### src/rtl/wb_arbiter.sv
`default_nettype none
// ============================================================================
//  Module      : wb_arbiter
//  Description : Shares the single register-file write port between the
//                writeback stage and a multi-cycle unit (MDU). MDU results
//                are queued in a 2-entry FIFO. Pipe writes have priority,
//                and a starvation counter briefly stalls the pipe so that a
//                queued MDU result can drain.
//  Revision    : 1.0 - initial release
// ============================================================================
module wb_arbiter #(
    parameter int STARVE_LIMIT = 4
) (
    input  logic        clk,
    input  logic        rst,
    input  logic        pipe_v,
    input  logic [4:0]  pipe_addr,
    input  logic [31:0] pipe_data,
    output logic        pipe_stall,
    input  logic        mdu_v,
    input  logic [4:0]  mdu_addr,
    input  logic [31:0] mdu_data,
    output logic        mdu_r,
    output logic        rf_we,
    output logic [4:0]  rf_addr,
    output logic [31:0] rf_data
);

    // Counter wide enough to hold STARVE_LIMIT itself.
    localparam int             SW           = (STARVE_LIMIT < 1) ? 1 : $clog2(STARVE_LIMIT + 1);
    localparam logic [SW-1:0]  c_starve_max = SW'(STARVE_LIMIT);

    // FIFO state: two entries, 1-bit pointers that wrap naturally.
    logic [1:0]  r_count;
    logic        r_wptr;
    logic        r_rptr;
    logic [4:0]  r_mem_addr [0:1];
    logic [31:0] r_mem_data [0:1];

    logic [SW-1:0] r_starve;
    logic          r_stall;
    logic          r_we;
    logic [4:0]    r_addr;
    logic [31:0]   r_data;

    logic          w_pipe_req;
    logic          w_nonempty;
    logic          w_push;
    logic          w_pop;
    logic [4:0]    w_head_addr;
    logic [31:0]   w_head_data;
    logic [SW-1:0] w_starve_inc;

    // A zero destination is a store/branch: it never claims the write port.
    assign w_pipe_req   = pipe_v & (pipe_addr != 5'd0);
    assign w_nonempty   = (r_count != 2'd0);
    assign mdu_r        = (r_count < 2'd2);
    assign w_push       = mdu_v & mdu_r;
    // Pop is evaluated on the registered count, so a fresh push is never
    // popped in the same cycle (no bypass path).
    assign w_pop        = ~w_pipe_req & w_nonempty;
    assign w_head_addr  = r_mem_addr[r_rptr];
    assign w_head_data  = r_mem_data[r_rptr];
    assign w_starve_inc = r_starve + 1'b1;

    assign pipe_stall = r_stall;
    assign rf_we      = r_we;
    assign rf_addr    = r_addr;
    assign rf_data    = r_data;

    // FIFO storage: contents need no reset, occupancy is tracked by r_count.
    always_ff @(posedge clk) begin
        if (w_push) begin
            r_mem_addr[r_wptr] <= mdu_addr;
            r_mem_data[r_wptr] <= mdu_data;
        end
    end

    // FIFO pointers and occupancy count.
    always_ff @(posedge clk or posedge rst) begin
        if (rst) begin
            r_count <= 2'd0;
            r_wptr  <= 1'b0;
            r_rptr  <= 1'b0;
        end else begin
            if (w_push) r_wptr <= ~r_wptr;
            if (w_pop)  r_rptr <= ~r_rptr;
            case ({w_push, w_pop})
                2'b10:   r_count <= r_count + 2'd1;
                2'b01:   r_count <= r_count - 2'd1;
                default: r_count <= r_count;
            endcase
        end
    end

    // Starvation tracking: a one-cycle stall pulse once the head has waited
    // STARVE_LIMIT cycles behind pipe traffic.
    always_ff @(posedge clk or posedge rst) begin
        if (rst) begin
            r_starve <= '0;
            r_stall  <= 1'b0;
        end else if (!w_nonempty || w_pop) begin
            r_starve <= '0;
            r_stall  <= 1'b0;
        end else if (w_starve_inc == c_starve_max) begin
            r_starve <= '0;
            r_stall  <= 1'b1;
        end else begin
            r_starve <= w_starve_inc;
            r_stall  <= 1'b0;
        end
    end

    // Registered write port: pipe first, then FIFO head; address/data hold
    // whenever nothing is written (including a discarded zero-address pop).
    always_ff @(posedge clk or posedge rst) begin
        if (rst) begin
            r_we   <= 1'b0;
            r_addr <= 5'd0;
            r_data <= 32'd0;
        end else if (w_pipe_req) begin
            r_we   <= 1'b1;
            r_addr <= pipe_addr;
            r_data <= pipe_data;
        end else if (w_pop && (w_head_addr != 5'd0)) begin
            r_we   <= 1'b1;
            r_addr <= w_head_addr;
            r_data <= w_head_data;
        end else begin
            r_we   <= 1'b0;
        end
    end

endmodule
`default_nettype wire

### config.mk
export PLATFORM = sky130hd
export DESIGN_NAME = wb_arbiter
export DESIGN_NICKNAME = d
export VERILOG_FILES = /design/src/rtl/wb_arbiter.sv
export SDC_FILE = /design/constraint.sdc
export NUM_CORES = 1
export LEC_CHECK = 0
export ABC_AREA = 1
export BUFFER_PORTS_ARGS = -buffer_cell sky130_fd_sc_hd__buf_4
export CORE_MARGIN = 5
export CORE_UTILIZATION = 25
export CTS_CLUSTER_DIAMETER = 30
export DETAILED_ROUTE_END_ITERATION = 6
export PLACE_DENSITY = 0.5
export SLEW_MARGIN = 40
export SYNTH_ARGS = -nofsm -noshare
export SYNTH_HDL_FRONTEND = slang
export SYNTH_SLANG_ARGS = --single-unit
### constraint.sdc
create_clock -name clk -period 4.1 [get_ports clk]
set_clock_uncertainty 0.05 [all_clocks]
set_input_delay 0.41 -clock clk [delete_from_list [all_inputs] [get_ports clk]]
set_output_delay 0.41 -clock clk [all_outputs]
set_load 0.01 [all_outputs]
; Word level (Yosys, flattened, before mapping)
; Memories as Yosys holds them, arrays and structs flattened.
; Cells that the tools add are included.
[totals]
reg_bits = 46
ram_bits = 74
in_bits = 78
elab_cells = 44
n_memories = 2
[op_classes]
addsub = 3
magnitude_cmp = 1
eq_ne = 3
mux = 13
bitwise_logic = 6
reduce_logical = 8
[memory_table]
columns = memory, depth, width, rd, rd_ports_with_merged_regs, wr, line
row1 = r_mem_data, 2, 32, 1, 0, 1, 38  ; logic [31:0] r_mem_data [0:1];
row2 = r_mem_addr, 2, 5, 1, 0, 1, 37  ; logic [4:0] r_mem_addr [0:1];
[ops]
columns = cell, count
row1 = 2-to-1 mux 32 bit, 2
row2 = 2-to-1 mux 5 bit, 2
row3 = nonzero test 5 bit, 2
row4 = 2-to-1 mux 1 bit, 6
row5 = 2-to-1 mux 3 bit, 2
row6 = nonzero test 2 bit, 3
row7 = one-hot mux 2 bit (2 select lines), 1
row8 = adder 3 x 1 -> 3 bit (second input constant), 1
row9 = bitwise AND 1 bit, 3
row10 = == test 3 bit (second input constant), 1
row11 = NOT 1 bit, 3
row12 = adder 2 x 1 -> 2 bit (second input constant), 1
row13 = == test 2 x 1 -> 1 bit (second input constant), 1
row14 = == test 2 bit (second input constant), 1
row15 = less-than comparator 2 bit (second input constant), 1
row16 = subtractor 2 x 1 -> 2 bit (second input constant), 1
row17 = logical AND 1 bit, 1
row18 = logical NOT 1 bit, 1
row19 = logical OR 1 bit, 1

; Logic depth before layout (Yosys ltp)
[logic_depth]
depth_word = 7
ltp_mapped = 11
depth_no_buf = 9

; Least setup slack after synthesis
; No wires, ideal clock.
[synth_timing]
kind = register -> register
start = register r_count[1]
end = memory r_mem_addr[0][0] (enable)
arrival_time_ps = 2193
path_slack_ps = 1426
path_stages_with_launch = 4
n_path_buf = 0
period_less_slack_ps = 2674
cell_sequence = dfrtp_1 inv_1 nand2_1 nor2_1
[synth_between]
elab_chain_len = 4
[synth_lines]
columns = item, line
row1 = from (decl), 34  ; logic [1:0] r_count;
row2 = from (signal assigned), 89  ; 2'b10: r_count <= r_count + 2'd1;
row3 = from (signal assigned), 90  ; 2'b01: r_count <= r_count - 2'd1;
row4 = from (signal assigned), 91  ; default: r_count <= r_count;
row5 = less-than comparator 2 bit, 57  ; assign mdu_r = (r_count < 2'd2);
row6 = via mdu_r, 23  ; output logic mdu_r,
row7 = bitwise AND 1 bit, 58  ; assign w_push = mdu_v & mdu_r;
row8 = 2-to-1 mux 1 bit, 73  ; if (w_push) begin
row9 = 2-to-1 mux 1 bit (implied by the code), 74  ; r_mem_addr[r_wptr] <= mdu_addr;
row10 = to (decl), 37
; The timed path passes the listed nets, and every way through them passes these cells.

; Worst setup path in the final report
[layout_timing]
start = register r_rptr
end = register r_data[27], in the netlist rf_data[27]
[layout_between]
elab_chain_len = 4
[layout_lines]
columns = item, line
row1 = from (decl), 36  ; logic r_rptr;
row2 = from (signal assigned), 87  ; if (w_pop) r_rptr <= ~r_rptr;
row3 = memory read (2 x 5 bit), -
row4 = nonzero test 5 bit, 125  ; end else if (w_pop && (w_head_addr != 5'd0)) begin
row5 = logical AND 1 bit, 125
row6 = nonzero test 2 bit (no line), -
row7 = to (signal assigned), 124  ; r_data <= pipe_data;
row8 = to (signal assigned), 128  ; r_data <= w_head_data;
row9 = to (decl), 44  ; logic [31:0] r_data;
; Parallel ways exist; a longest one is shown, timed or not. The select of a mux whose other input is x is not followed.
; A chain may end at the register's enable or synchronous reset.

==> results.txt <==
Placer Congestion = 0.7787
Chip width = 152.2 µm
Clk buf depth = 2
# setup viols final = 0
Crit-path max cell delay = 0.57 ns
CP max stage cell = nand2_2
Cells after DPL = 886
Crit Path Max Fanout = 38
Worst-path cell chain = inv_2 -> nand2_1 -> nand2_1 -> nor2_2 -> nand3_2 -> nand2_2 -> nand2_2 -> nand2_1 -> nand2_1
# resized after CTS = 0
Mapped Cells = 517
Clock period minus worst slack = 2.323 ns
Initial core utilization = 25.16%
Setup bufs post-CTS = 0
Total CTS buffers = 17
Clock transition at the registers of the reported paths = 0.06 ns
First-pass GRT wire length = 20.87 mm
Root buf cell = clkbuf_16
WP data required = 4.40 ns
Hold Fails Final Rpt = 0
Max cap viols = 0
Yosys warns = 0
Synth top area share = 43.93%
Worst path top cell family by delay = simple AND/OR/NAND/NOR gates
DR pass1 iterations = 4
Reg2reg setup slack = 1.78 ns
Cell Rows = 52
H-tree levels = 4
R2R depth = 9
Netlist cell types = 24
Comb power frac = 29.9%
CP Class = reg -> reg
Post-DP HPWL = 9.342 mm
Multi-input gate area = 0.001491 mm²
Cell area after layout = 0.006912 mm²
Fmax = 430.5 MHz
Startpoint Class = flip-flop
#FFs+latches synth = 120
Internal = 3.292 mW
Mean Syn Cell Area = 9.785 µm²
Final Worst Setup Slack = 1.777 ns
P_sw = 1.594 mW
Drt drc = 0
Post-route non-filler standard cell count = 918
Dominant cells by area after synthesis = edfxtp_1 (44%), dfrtp_1 (23%), nand2_1 (22%)
EDFF count, synth = 74
Diode count = 0
Core Region = 0.02010 mm²
Layout cell share with drive strength beyond 1 = 26.08%
Drt total wl = 13.17 mm
CP Buf/Inv Count = 1
Share of power burned in registers = 36.8%
RSZ-0062 raised after global routing = no
Synthesis-to-finish area growth = 36.63%
Global-route usage over all layers = 11.57%
Congestion Overflow GR = 0
Setup_tns = 0 ns
CTS tree = done
IO Pins = 118
Clock share of power = 33.3%
Top_reg_cell synth = edfxtp_1
Sequential element share of the synthesized area = 66.68%
Port Buffers = 117
Max-slew headroom = 48.03%
Worst slack, placed = 1.558 ns
Crit. End Element = flip-flop
Antenna viol nets, final = 0
Synth area leader = edfxtp_1
Filler cells = 2027
Vias per Instance = 4.092
Tot Pwr = 4.886 mW
R2r startpoint = r_rptr
Worst-Margin Slew = 0.7767 ns
DR WL/cell = 14.34 µm
Power Density = 706.9 mW/mm²
Async SR Flop Fraction = 38.33%
Final Util = 34.38%
Clk sinks = 120
Leak Pwr = 3.260 nW
Synthesized area = 0.005059 mm²
Hold buffer count at cts = 0
Routed vias = 3756
Initial antenna violation count = 1
Worst Setup SP = r_rptr
Fin. max-slew vios = 0
Post-Syn Nets = 598
Hold WC Path Type = in -> async
Chip Height = 152.2 µm
Most Frequent Cell on Critical Path = nand2_1
Worst VDD drop = 260.7 µV
Dpl cell area = 0.006260 mm²
Crit path depth = 9
Number of global-route vias before repair = 3786
Status = finished clean
Crit Reg-Reg Endpoint = rf_data[27]
Worst setup path endpoint = rf_data[27]
Sw Ratio = 32.63%
WP data arrival = 2.62 ns
First-iteration detailed-routing DRC count = 218
Final period util = 56.65%
DIE AREA = 0.02318 mm²
Most frequent cell after synthesis = nand2_1
Final #Nets = 716
Largest net degree at the start of global routing = 47
Post-synth top cells = nand2_1 (291), edfxtp_1 (74), dfrtp_1 (46)
Clock insertion delay at the later pin of the skew report = 0.41 ns
Reg area = 0.003373 mm²
Min Hold Slack = 0.03098 ns
cells by family after synthesis:
group	share of synthesized area, %
compound gates	0.5934
buf+inv	4.131
xor+xnor	0.8659
simple gates	26.99
fa+ha+maj	0.7421
flops	66.68
metal layers:
layer	share of wire, %	GRT usage, %	routed length, µm	vias up
li1	-	-	-	1897
met1	40	13.03	5288	1746
met2	52	19.81	6789	91
met3	6.2	4.232	815	20
met4	1.9	4.880	252	2
met5	0.15	0	20	-
cell type report:
type,count,area share (%)
Timing Repair Buffer,125,14.55
Sequential cell,120,48.81
Tap cell,270,4.888
Clock buffer,17,6.155
Inverter,13,0.7422
Multi-Input combinational cell,358,21.58
Clock inverter,15,3.277
worst min path at each step:
stage	startpoint	endpoint	slack, ns
after floorplan	r_starve[0]	r_starve[0]	0.40
after global placement	r_starve[0]	r_starve[0]	0.41
after detailed placement	r_starve[0]	r_starve[0]	0.44
after CTS	rst	rf_addr[1]	0.04
after global routing	rst	rf_addr[2]	0.08
final	rst	rf_addr[1]	0.03
registers in the layout (all words and copies together) (netlist names):
signal and flops:
r_mem_addr 10, rf_we 1, r_count 2, rf_data 32
r_starve 3, pipe_stall 1, r_rptr 1, rf_addr 5
r_mem_data 64, r_wptr 1
power by group through the flow:
stage / Combinational (mW) / Clock (mW) / Sequential, mW
final: 1.46 / 1.63 / 1.80
after global routing: 1.65 / 1.72 / 1.83
after CTS: 1.50 / 1.66 / 1.80
after detailed placement: 1.49 / 0 / 1.82
after global placement: 1.41 / 0 / 1.82
after floorplan: 0.801 / 0 / 1.87
cell usage in the layout, fill, tap and decap left out:
cell type	instances
nand2_1	291
buf_4	121
edfxtp_1	74
dfrtp_1	46
nand3_1	37
clkbuf_16	17
inv_1	10
bufinv_16	5
o21ai_0	4
clkinv_4	4
nand2_2	3
nor2_1	3
nor3_1	3
xor2_1	3
ha_1	3
clkinvlp_4	3
buf_16	3
inv_2	2
nor2_2	2
xnor2_1	2
nor2_4	2
clkinv_2	2
o21ai_1	1
nand3_2	1
or2_2	1
nand4_1	1
inv_4	1
a21oi_1	1
inv_6	1
buf_8	1
No activity file was read; power rests on OpenSTA's default activity.
